File: src/rtl/sfb_pkg.sv
// sfb_pkg: shared state encoding, field-width defaults and frame-length helper for serial_frame_builder.
// Latency: n/a (types and constants only).
// Backpressure: n/a. Build option: define SFB_PARITY_EN to add one even-parity bit ahead of the guard bit.
package sfb_pkg;

  localparam int SFB_ADDR_W = 2;
  localparam int SFB_LEN_W  = 4;
  localparam int SFB_DATA_W = 15;

`ifdef SFB_PARITY_EN
  localparam int SFB_PAR_BITS = 1;
`else
  localparam int SFB_PAR_BITS = 0;
`endif

  typedef enum logic [2:0] {
    IDLE  = 3'd0,
    START = 3'd1,
    ADDR  = 3'd2,
    LEN   = 3'd3,
    DATA  = 3'd4,
    PAR   = 3'd5,
    GUARD = 3'd6
  } sfb_state_t;

  // Total bit periods on the line for one frame carrying `len` payload bits.
  function automatic int frame_bits(input int len);
    return 1 + SFB_ADDR_W + SFB_LEN_W + len + SFB_PAR_BITS + 1;
  endfunction

endpackage

File: src/rtl/sfb_shreg.sv
// sfb_shreg: loadable shift register presenting its next outgoing bit on `head`, MSB- or LSB-first.
// Latency: load/shift take effect on the next clk edge; head is a mux of flop outputs.
// Backpressure: none; shifts only when shift_en is high (caller qualifies it with bit_en).
// Ports: clk, rst (async active-low), load/load_val, shift_en, msb_first, head.
module sfb_shreg #(
  parameter int W = 8
) (
  input  logic         clk,
  input  logic         rst,
  input  logic         load,
  input  logic [W-1:0] load_val,
  input  logic         shift_en,
  input  logic         msb_first,
  output logic         head
);

  logic [W-1:0] q;

  always_ff @(posedge clk or negedge rst) begin
    if (!rst) begin
      q <= '0;
    end else if (load) begin
      q <= load_val;
    end else if (shift_en) begin
      q <= msb_first ? {q[W-2:0], 1'b0} : {1'b0, q[W-1:1]};
    end
  end

  assign head = msb_first ? q[W-1] : q[0];

endmodule

File: src/rtl/serial_frame_builder.sv
// serial_frame_builder: serialises one {port, length, payload} request into start/addr/len/data/guard bits.
// Latency: start bit on the line the clk after accept; every later bit is one bit_en period long.
// Backpressure: ready only in IDLE (and not in the done cycle); req while busy is ignored.
// Ports: clk, rst (async active-low), bit_en, req, port_sel, length, data -> ready, ser_out (registered), busy, done.
// Build option: SFB_PARITY_EN inserts an even-parity bit (port, length, sent payload bits) before the guard bit.
module serial_frame_builder
  import sfb_pkg::*;
#(
  parameter int ADDR_W = SFB_ADDR_W,
  parameter int LEN_W  = SFB_LEN_W,
  parameter int DATA_W = SFB_DATA_W
) (
  input  logic              clk,
  input  logic              rst,
  input  logic              bit_en,
  input  logic              req,
  input  logic [ADDR_W-1:0] port_sel,
  input  logic [LEN_W-1:0]  length,
  input  logic [DATA_W-1:0] data,
  output logic              ready,
  output logic              ser_out,
  output logic              busy,
  output logic              done
);

  localparam int CNT_W = LEN_W + 1;

  sfb_state_t       state_q, state_d;
  logic [CNT_W-1:0] cnt_q, cnt_d;     // bits left in the current field after the one on the line
  logic             ser_q, ser_d;
  logic             done_q, done_d;
  logic [LEN_W-1:0] len_q;
  logic             accept;
  logic             hdr_head, dat_head;
  logic             hdr_shift, dat_shift;
  logic             tail;

  assign ready   = (state_q == IDLE) && !done_q;
  assign busy    = (state_q != IDLE);
  assign done    = done_q;
  assign ser_out = ser_q;
  assign accept  = req && ready;

  // Port and length are contiguous on the line and both MSB-first, so one register serves both fields.
  sfb_shreg #(.W(ADDR_W + LEN_W)) u_hdr_sr (
    .clk      (clk),
    .rst      (rst),
    .load     (accept),
    .load_val ({port_sel, length}),
    .shift_en (hdr_shift),
    .msb_first(1'b1),
    .head     (hdr_head)
  );

  sfb_shreg #(.W(DATA_W)) u_dat_sr (
    .clk      (clk),
    .rst      (rst),
    .load     (accept),
    .load_val (data),
    .shift_en (dat_shift),
    .msb_first(1'b0),
    .head     (dat_head)
  );

`ifdef SFB_PARITY_EN
  logic par_calc;
  logic par_q;

  // Only payload bits that will actually be sent contribute to parity.
  always_comb begin
    par_calc = ^{port_sel, length};
    for (int i = 0; i < DATA_W; i++) begin
      if (i < int'(length)) par_calc = par_calc ^ data[i];
    end
  end

  always_ff @(posedge clk or negedge rst) begin
    if (!rst) par_q <= 1'b0;
    else if (accept) par_q <= par_calc;
  end
`endif

  // Each transition puts the first bit of the next field on the line at the same edge,
  // so ser_out stays a plain flop and every bit spans exactly one bit_en period.
  always_comb begin
    state_d   = state_q;
    cnt_d     = cnt_q;
    ser_d     = ser_q;
    done_d    = 1'b0;
    hdr_shift = 1'b0;
    dat_shift = 1'b0;
    tail      = 1'b0;

    case (state_q)
      IDLE: begin
        ser_d = 1'b1;
        if (accept) begin
          state_d = START;
          cnt_d   = '0;
          ser_d   = 1'b0;
        end
      end
      START: begin
        if (bit_en) begin
          state_d   = ADDR;
          cnt_d     = CNT_W'(ADDR_W - 1);
          ser_d     = hdr_head;
          hdr_shift = 1'b1;
        end
      end
      ADDR: begin
        if (bit_en) begin
          ser_d     = hdr_head;
          hdr_shift = 1'b1;
          if (cnt_q == '0) begin
            state_d = LEN;
            cnt_d   = CNT_W'(LEN_W - 1);
          end else begin
            cnt_d = cnt_q - CNT_W'(1);
          end
        end
      end
      LEN: begin
        if (bit_en) begin
          if (cnt_q != '0) begin
            ser_d     = hdr_head;
            hdr_shift = 1'b1;
            cnt_d     = cnt_q - CNT_W'(1);
          end else if (len_q != '0) begin
            state_d   = DATA;
            cnt_d     = {1'b0, len_q} - CNT_W'(1);
            ser_d     = dat_head;
            dat_shift = 1'b1;
          end else begin
            tail = 1'b1;
          end
        end
      end
      DATA: begin
        if (bit_en) begin
          if (cnt_q != '0) begin
            ser_d     = dat_head;
            dat_shift = 1'b1;
            cnt_d     = cnt_q - CNT_W'(1);
          end else begin
            tail = 1'b1;
          end
        end
      end
      PAR: begin
        if (bit_en) begin
          state_d = GUARD;
          cnt_d   = '0;
          ser_d   = 1'b1;
        end
      end
      GUARD: begin
        if (bit_en) begin
          state_d = IDLE;
          cnt_d   = '0;
          ser_d   = 1'b1;
          done_d  = 1'b1;
        end
      end
      default: begin
        state_d = IDLE;
        cnt_d   = '0;
        ser_d   = 1'b1;
      end
    endcase

    // Common exit after the last header/payload bit.
    if (tail) begin
      cnt_d = '0;
`ifdef SFB_PARITY_EN
      state_d = PAR;
      ser_d   = par_q;
`else
      state_d = GUARD;
      ser_d   = 1'b1;
`endif
    end
  end

  always_ff @(posedge clk or negedge rst) begin
    if (!rst) begin
      state_q <= IDLE;
      cnt_q   <= '0;
      ser_q   <= 1'b1;
      done_q  <= 1'b0;
      len_q   <= '0;
    end else begin
      state_q <= state_d;
      cnt_q   <= cnt_d;
      ser_q   <= ser_d;
      done_q  <= done_d;
      if (accept) len_q <= length;
    end
  end

endmodule

File: config.mk
export PLATFORM = sky130hd
export DESIGN_NAME = serial_frame_builder
export DESIGN_NICKNAME = d
export VERILOG_FILES = /design/src/rtl/sfb_pkg.sv /design/src/rtl/sfb_shreg.sv /design/src/rtl/serial_frame_builder.sv
export SDC_FILE = /design/constraint.sdc
export NUM_CORES = 1
export LEC_CHECK = 0
export CORE_MARGIN = 2
export CORE_UTILIZATION = 47
export CTS_BUF_LIST = sky130_fd_sc_hd__clkbuf_16
export DETAILED_ROUTE_END_ITERATION = 12
export PLACE_DENSITY = 0.7
export SYNTH_ARGS = -nofsm -noshare
export SYNTH_HDL_FRONTEND = slang
export SYNTH_SLANG_ARGS = --single-unit
File: constraint.sdc
create_clock -name clk -period 5.2 [get_ports clk]
set_clock_uncertainty 0.15 [all_clocks]
set_input_delay 1.56 -clock clk [delete_from_list [all_inputs] [get_ports clk]]
set_output_delay 1.56 -clock clk [all_outputs]
set_load 0.005 [all_outputs]
Word-level counts from Yosys, hierarchy flattened
Cells that the tools add are included.
Storage, ports and cells
  register bits: 35
  latch bits: 0
  bits in writable memories: 0
  memory bits (read-only): 0
  input bits: 25
  output and inout bits: 4
  logic and storage cells: 97
  memories kept: 0
Operators by class
  add/sub/neg operators: 2
  multiply operators: 0
  divide/modulo/power cells: 0
  order comparisons: 0
  equality and inequality tests: 21
  shift operators: 0
  multiplexer cells: 52
  bitwise gates (word level): 0
  reductions and logical operators: 15
Operators by type and width (count)
  5-bit two-way mux: 11
  3-bit != test (second input constant): 11
  15-bit two-way mux: 2
  3-bit two-way mux: 10
  5-bit case mux with 6 select lines: 1
  1-bit two-way mux: 21
  3-bit case mux with 7 select lines: 1
  6-bit two-way mux: 2
  10-bit AND reduction: 1
  3-bit == test (second input constant): 3
  8-bit AND reduction: 1
  3-bit by 2-bit == test with 1-bit output (second input constant): 2
  3-bit by 1-bit != test with 1-bit output (second input constant): 2
  1-bit case mux with 2 select lines: 3
  6-bit AND reduction: 1
  5-bit logical NOT: 1
  1-bit case mux with 5 select lines: 1
  5-bit nonzero test: 1
  4-bit by 1-bit subtractor with 5-bit output (second input constant): 1
  5-bit by 1-bit subtractor with 5-bit output (second input constant): 1
  4-bit != test (second input constant): 1
  2-bit nonzero test: 2
  4-bit nonzero test: 1
  2-bit OR reduction: 2
  other kinds (6): 7

Depth between registers and ports, before layout
  word-level depth: 7
  gate-level depth with buffers: 8
  gate-level depth less buffers: 7

By module
From an unflattened synthesis, not the netlist that was laid out.
Second synthesis, totals
  cell total of the unflattened synthesis: 250
  area total of the unflattened synthesis: 2437.3 sq um
By module, submodules not included
  serial_frame_builder: instances 1, cells each 130, area an instance 1157.4 sq um, seq. area each 351.6 sq um
  sfb_shreg at u_dat_sr: instances 1, cells each 85, area an instance 914.6 sq um, seq. area each 375.4 sq um
  sfb_shreg at u_hdr_sr: instances 1, cells each 35, area an instance 365.4 sq um, seq. area each 150.1 sq um

Least setup slack after synthesis
No wires, ideal clock.
  path kind: in2reg
  from: input port bit_en
  to: register ser_q (netlist: ser_out)
  library setup time: 82 ps
  data arrival time: 2691 ps
  data required time: 4968 ps
  path slack: 2277 ps
  stages on the path: 6
  buffers on the path: 2
  cell sequence: clkbuf_1 o21a_1 a221oi_1 clkbuf_1 nor2_1 a22oi_1
Between the ends
  cells in the longest elaborated chain, start to end: 4
  elaborated cells between the ends (all ways): 11
  classes of those cells: 6 x eq/ne; 4 x mux; 1 x reduce/logical
RTL lines
  start: declaration: line serial_frame_builder.sv:15  | input logic bit_en,
  1-bit two-way mux, on equally long branches: line serial_frame_builder.sv:140, serial_frame_builder.sv:124
  1-bit case mux with 2 select lines: line serial_frame_builder.sv:94  | case (state_q)
  4-bit != test (no source line) (tied with other cells)
  6-bit AND reduction (no source line)
  end signal: assignment: line serial_frame_builder.sv:195  | ser_q <= ser_d;
  end: declaration: line serial_frame_builder.sv:30  | logic ser_q, ser_d;
Several ways; a longest one is shown, not always the timed one.
A chain may end at the register's enable or synchronous reset.

Worst setup path in the final report
  from: register state_q[0]
  to: output port ready
Between the ends
  cells in the longest elaborated chain, start to end: 2
RTL lines
  start: declaration: line serial_frame_builder.sv:28  | sfb_state_t state_q, state_d;
  start signal: assignment: line serial_frame_builder.sv:193  | state_q <= state_d;
  3-bit logical NOT: line serial_frame_builder.sv:38  | assign ready = (state_q == IDLE) && !done_q;
  1-bit logical AND: line serial_frame_builder.sv:38
  end: declaration: line serial_frame_builder.sv:20  | output logic ready,
Every way passes these cells.

==> out/qor.csv <==
stage,metric,value,unit
route,drc_errors,0,
timing,setup_violations,0,
clock_network,h-tree-depth,2,
run_status,outcome,"complete, no violations",
global_routing,antenna_found_initial,0,
timing,setup_ws,1.49,ns
timing,maxSlewHeadroom,47.6,%
floorplanning,die-area,4950,um^2
floorplanning,fp.dieH,70.3,um
floorplanning,rows,24,
global_routing,gr-total-overflow,0,
route,detail-route-antenna-nets,0,
synthesis,synth-async-reset-ratio,100,%
clock_network,root_buffer,clkbuf_16,
synthesis,syn_inst,231,
finish,layout_commonest_cell,nand2_1,
pwr,power_density,643,nW/um^2
finish,diodes,0,
clock_network,clk_pin_slew,0.05,ns
setup_path,cp-start-kind,register,
pwr,ir_drop,257,uV
synthesis,synth-simple-area-share,22.4,%
timing,grt_setup_unrepaired,false,
synthesis,syn-num-nets,259,
clock_network,cts_buffer_depth,2,
route,first_pass_iters,4,
route,routed_wl,4210,um
setup_path,endpoint_kind,primary output,
global_routing,grt_max_degree,36,
flow_run,maxCapViolations,0,
synthesis,synthesis.area,2070,um^2
timing,maxSlewViolCount,0,
timing,max_clock_freq,270,MHz
pwr,p_leak,1.18,nW
clock_network,numCtsBuffers,5,
placement,gp_congestion,0.874,
placement,place_inst,301,
synthesis,ys_types,44,
global_routing,grt_pass1_wl,7450,um
setup_path,path_max_fanout,24,
clock_network,post-cts-setup-buffers,0,
finish,fillCellCount,394,
clock_network,insertion_delay,0.28,ns
clock_network,hold_buffers,0,
finish,drive_gt1_share,12.5,%
route,viasPerCell,5.48,
floorplanning,ios,29,
synthesis,synth_top_family_by_area,simple AND/OR/NAND/NOR gates,
setup_path,arrival,2.00,ns
finish,most-common-layout-cells,"nand2_1 (67), dfrtp_1 (34), clkdlybuf4s50_1 (28)",
finish,area_growth,23.5,%
synthesis,synthMuxAreaShare,11.7,%
floorplanning,dieWidth,70.3,um
synthesis,ys_seq_area_share,42.4,%
timing,finalCritPeriodShare,71.3,%
clock_network,cts_sinks,35,
timing,period_minus_slack,3.71,ns
route,drt-initial-drc-count,173,
worst_hold_path,min_path_type,register to register,
timing,hold_viol,0,
synthesis,synth-edff-count,0,
placement,port-buffer-count,28,
finish,fin_cells,309,
finish,multiInputGateArea,1100,um^2
clock_network,cts_tree,done,
route,wire_per_inst,13.6,um
timing,worstMarginPinSlew,0.783,ns
finish,design_area,2550,um^2
placement,pre_cts_slack,1.78,ns
placement,dpl_cell_area,2370,um^2
synthesis,synth_compound_area_share,15.9,%
setup_path,required,3.49,ns
setup_path,path_class,register to primary output,
synthesis,synth_xor_area_share,1.27,%
synthesis,synth-warning-count,0,
finish,nNetsFinal,284,
synthesis,synth_seq_cells,35,
route,vias,1692,
finish,regArea,877,um^2
global_routing,grt_pass1_vias,1624,
floorplanning,initial_core_util,48.2,%
synthesis,avgSynthCellArea,8.95,um^2
floorplanning,core,4290,um^2
clock_network,cts_resized,0,
timing,setup_tns,0,ns
global_routing,track_usage,18.9,%
synthesis,synthFlopType,dfrtp_1,
placement,post-dp-hpwl,2880,um
synthesis,synth_adder_area_share,1.81,%
-- kinds of logic (layout without fill, tap and decap cells) --
logic type / count (synthesis) / count (layout)
flip-flops: 35 / 35
AO/OA/AOI/OAI: 53 / 53
AND/OR/NAND/NOR: 99 / 99
buffers and inverters: 19 / 45
adder cells (fa/ha/maj): 3 / 3
XOR/XNOR: 3 / 3
multiplexers: 19 / 19
-- synthesized netlist by cell type (3+ instances only) --
| cell | count | area [um^2] |
|---|---|---|
| o31ai_1 | 3 | 22.5 |
| buf_2 | 5 | 25.0 |
| ha_1 | 3 | 37.5 |
| clkbuf_1 | 6 | 22.5 |
| nor3_1 | 4 | 20.0 |
| inv_1 | 6 | 22.5 |
| nor3b_1 | 3 | 22.5 |
| mux2_4 | 9 | 135 |
| a21oi_1 | 8 | 40.0 |
| nand3_1 | 3 | 15.0 |
| mux2i_1 | 5 | 50.1 |
| nor2_1 | 9 | 33.8 |
| o21ai_0 | 23 | 115 |
| dfrtp_1 | 34 | 851 |
| a31oi_1 | 4 | 25.0 |
| mux2_2 | 5 | 56.3 |
| nand2_1 | 67 | 251 |
-- power by group --
| group | internal [mW] | switching [mW] | total (mW) |
|---|---|---|---|
| clock | 0.273 | 0.107 | 0.380 |
| sequential | 0.396 | 0.127 | 0.523 |
| combinational | 0.367 | 0.374 | 0.740 |
| total | 1.04 | 0.608 | 1.64 |
-- per-layer routing --
metal / up-vias / global-route usage, % / share of wire, %
met2: 35 / 29.7 / 46
met5: - / 0 / 0
met3: 8 / 4.76 / 4.2
li1: 848 / - / -
met4: 0 / 5.98 / 1.7
met1: 801 / 25.5 / 48
-- worst max-delay path, stage by stage, from the launching register on --
cell,delay [ns]
dfrtp_1,0.63
nor4_2,0.51
clkdlybuf4s50_1,0.58
-- registers in the layout, indices dropped and copies added (netlist names) --
name / cells
cnt_q: 5
done: 1
len_q: 4
ser_out: 1
state_q: 3
u_dat_sr.q: 15
u_hdr_sr.q: 6
-- cell type report --
class / count / share of cell area (%)
clock buffers: 5 / 4.90
clock inverters: 3 / 2.50
inverters: 6 / 0.881
multi-input cells: 177 / 43.0
flip-flops and latches: 35 / 34.3
well taps: 52 / 2.55
repair buffers: 31 / 11.9
-- through the flow --
step / hold slack [ns] / power (mW) / utilization [%]
finish: 0.355 / 1.64 / 59.5
global route: 0.379 / 1.79 / 59.5
CTS: 0.358 / 1.66 / 59.5
detailed placement: 0.342 / 1.26 / 55.1
global placement: 0.341 / 1.25 / 55.1
floorplan: 0.316 / 1.10 / -
-- worst paths after layout --
| kind | slack (ns) | cells past startpoint | start | endpoint |
|---|---|---|---|---|
| max | 1.49 | 2 | state_q[0] | ready |
| min | 0.36 | 1 | u_dat_sr.q[4] | u_dat_sr.q[4] |
| max reg2reg | 2.55 | 7 | cnt_q[0] | u_dat_sr.q[2] |
| min reg2reg | 0.36 | 1 | u_dat_sr.q[4] | u_dat_sr.q[4] |
| max in group asynchronous | 3.00 | 2 | rst | ser_out |
| min in group asynchronous | 1.55 | 2 | rst | u_hdr_sr.q[4] |
(Power assumes the default switching activity.)
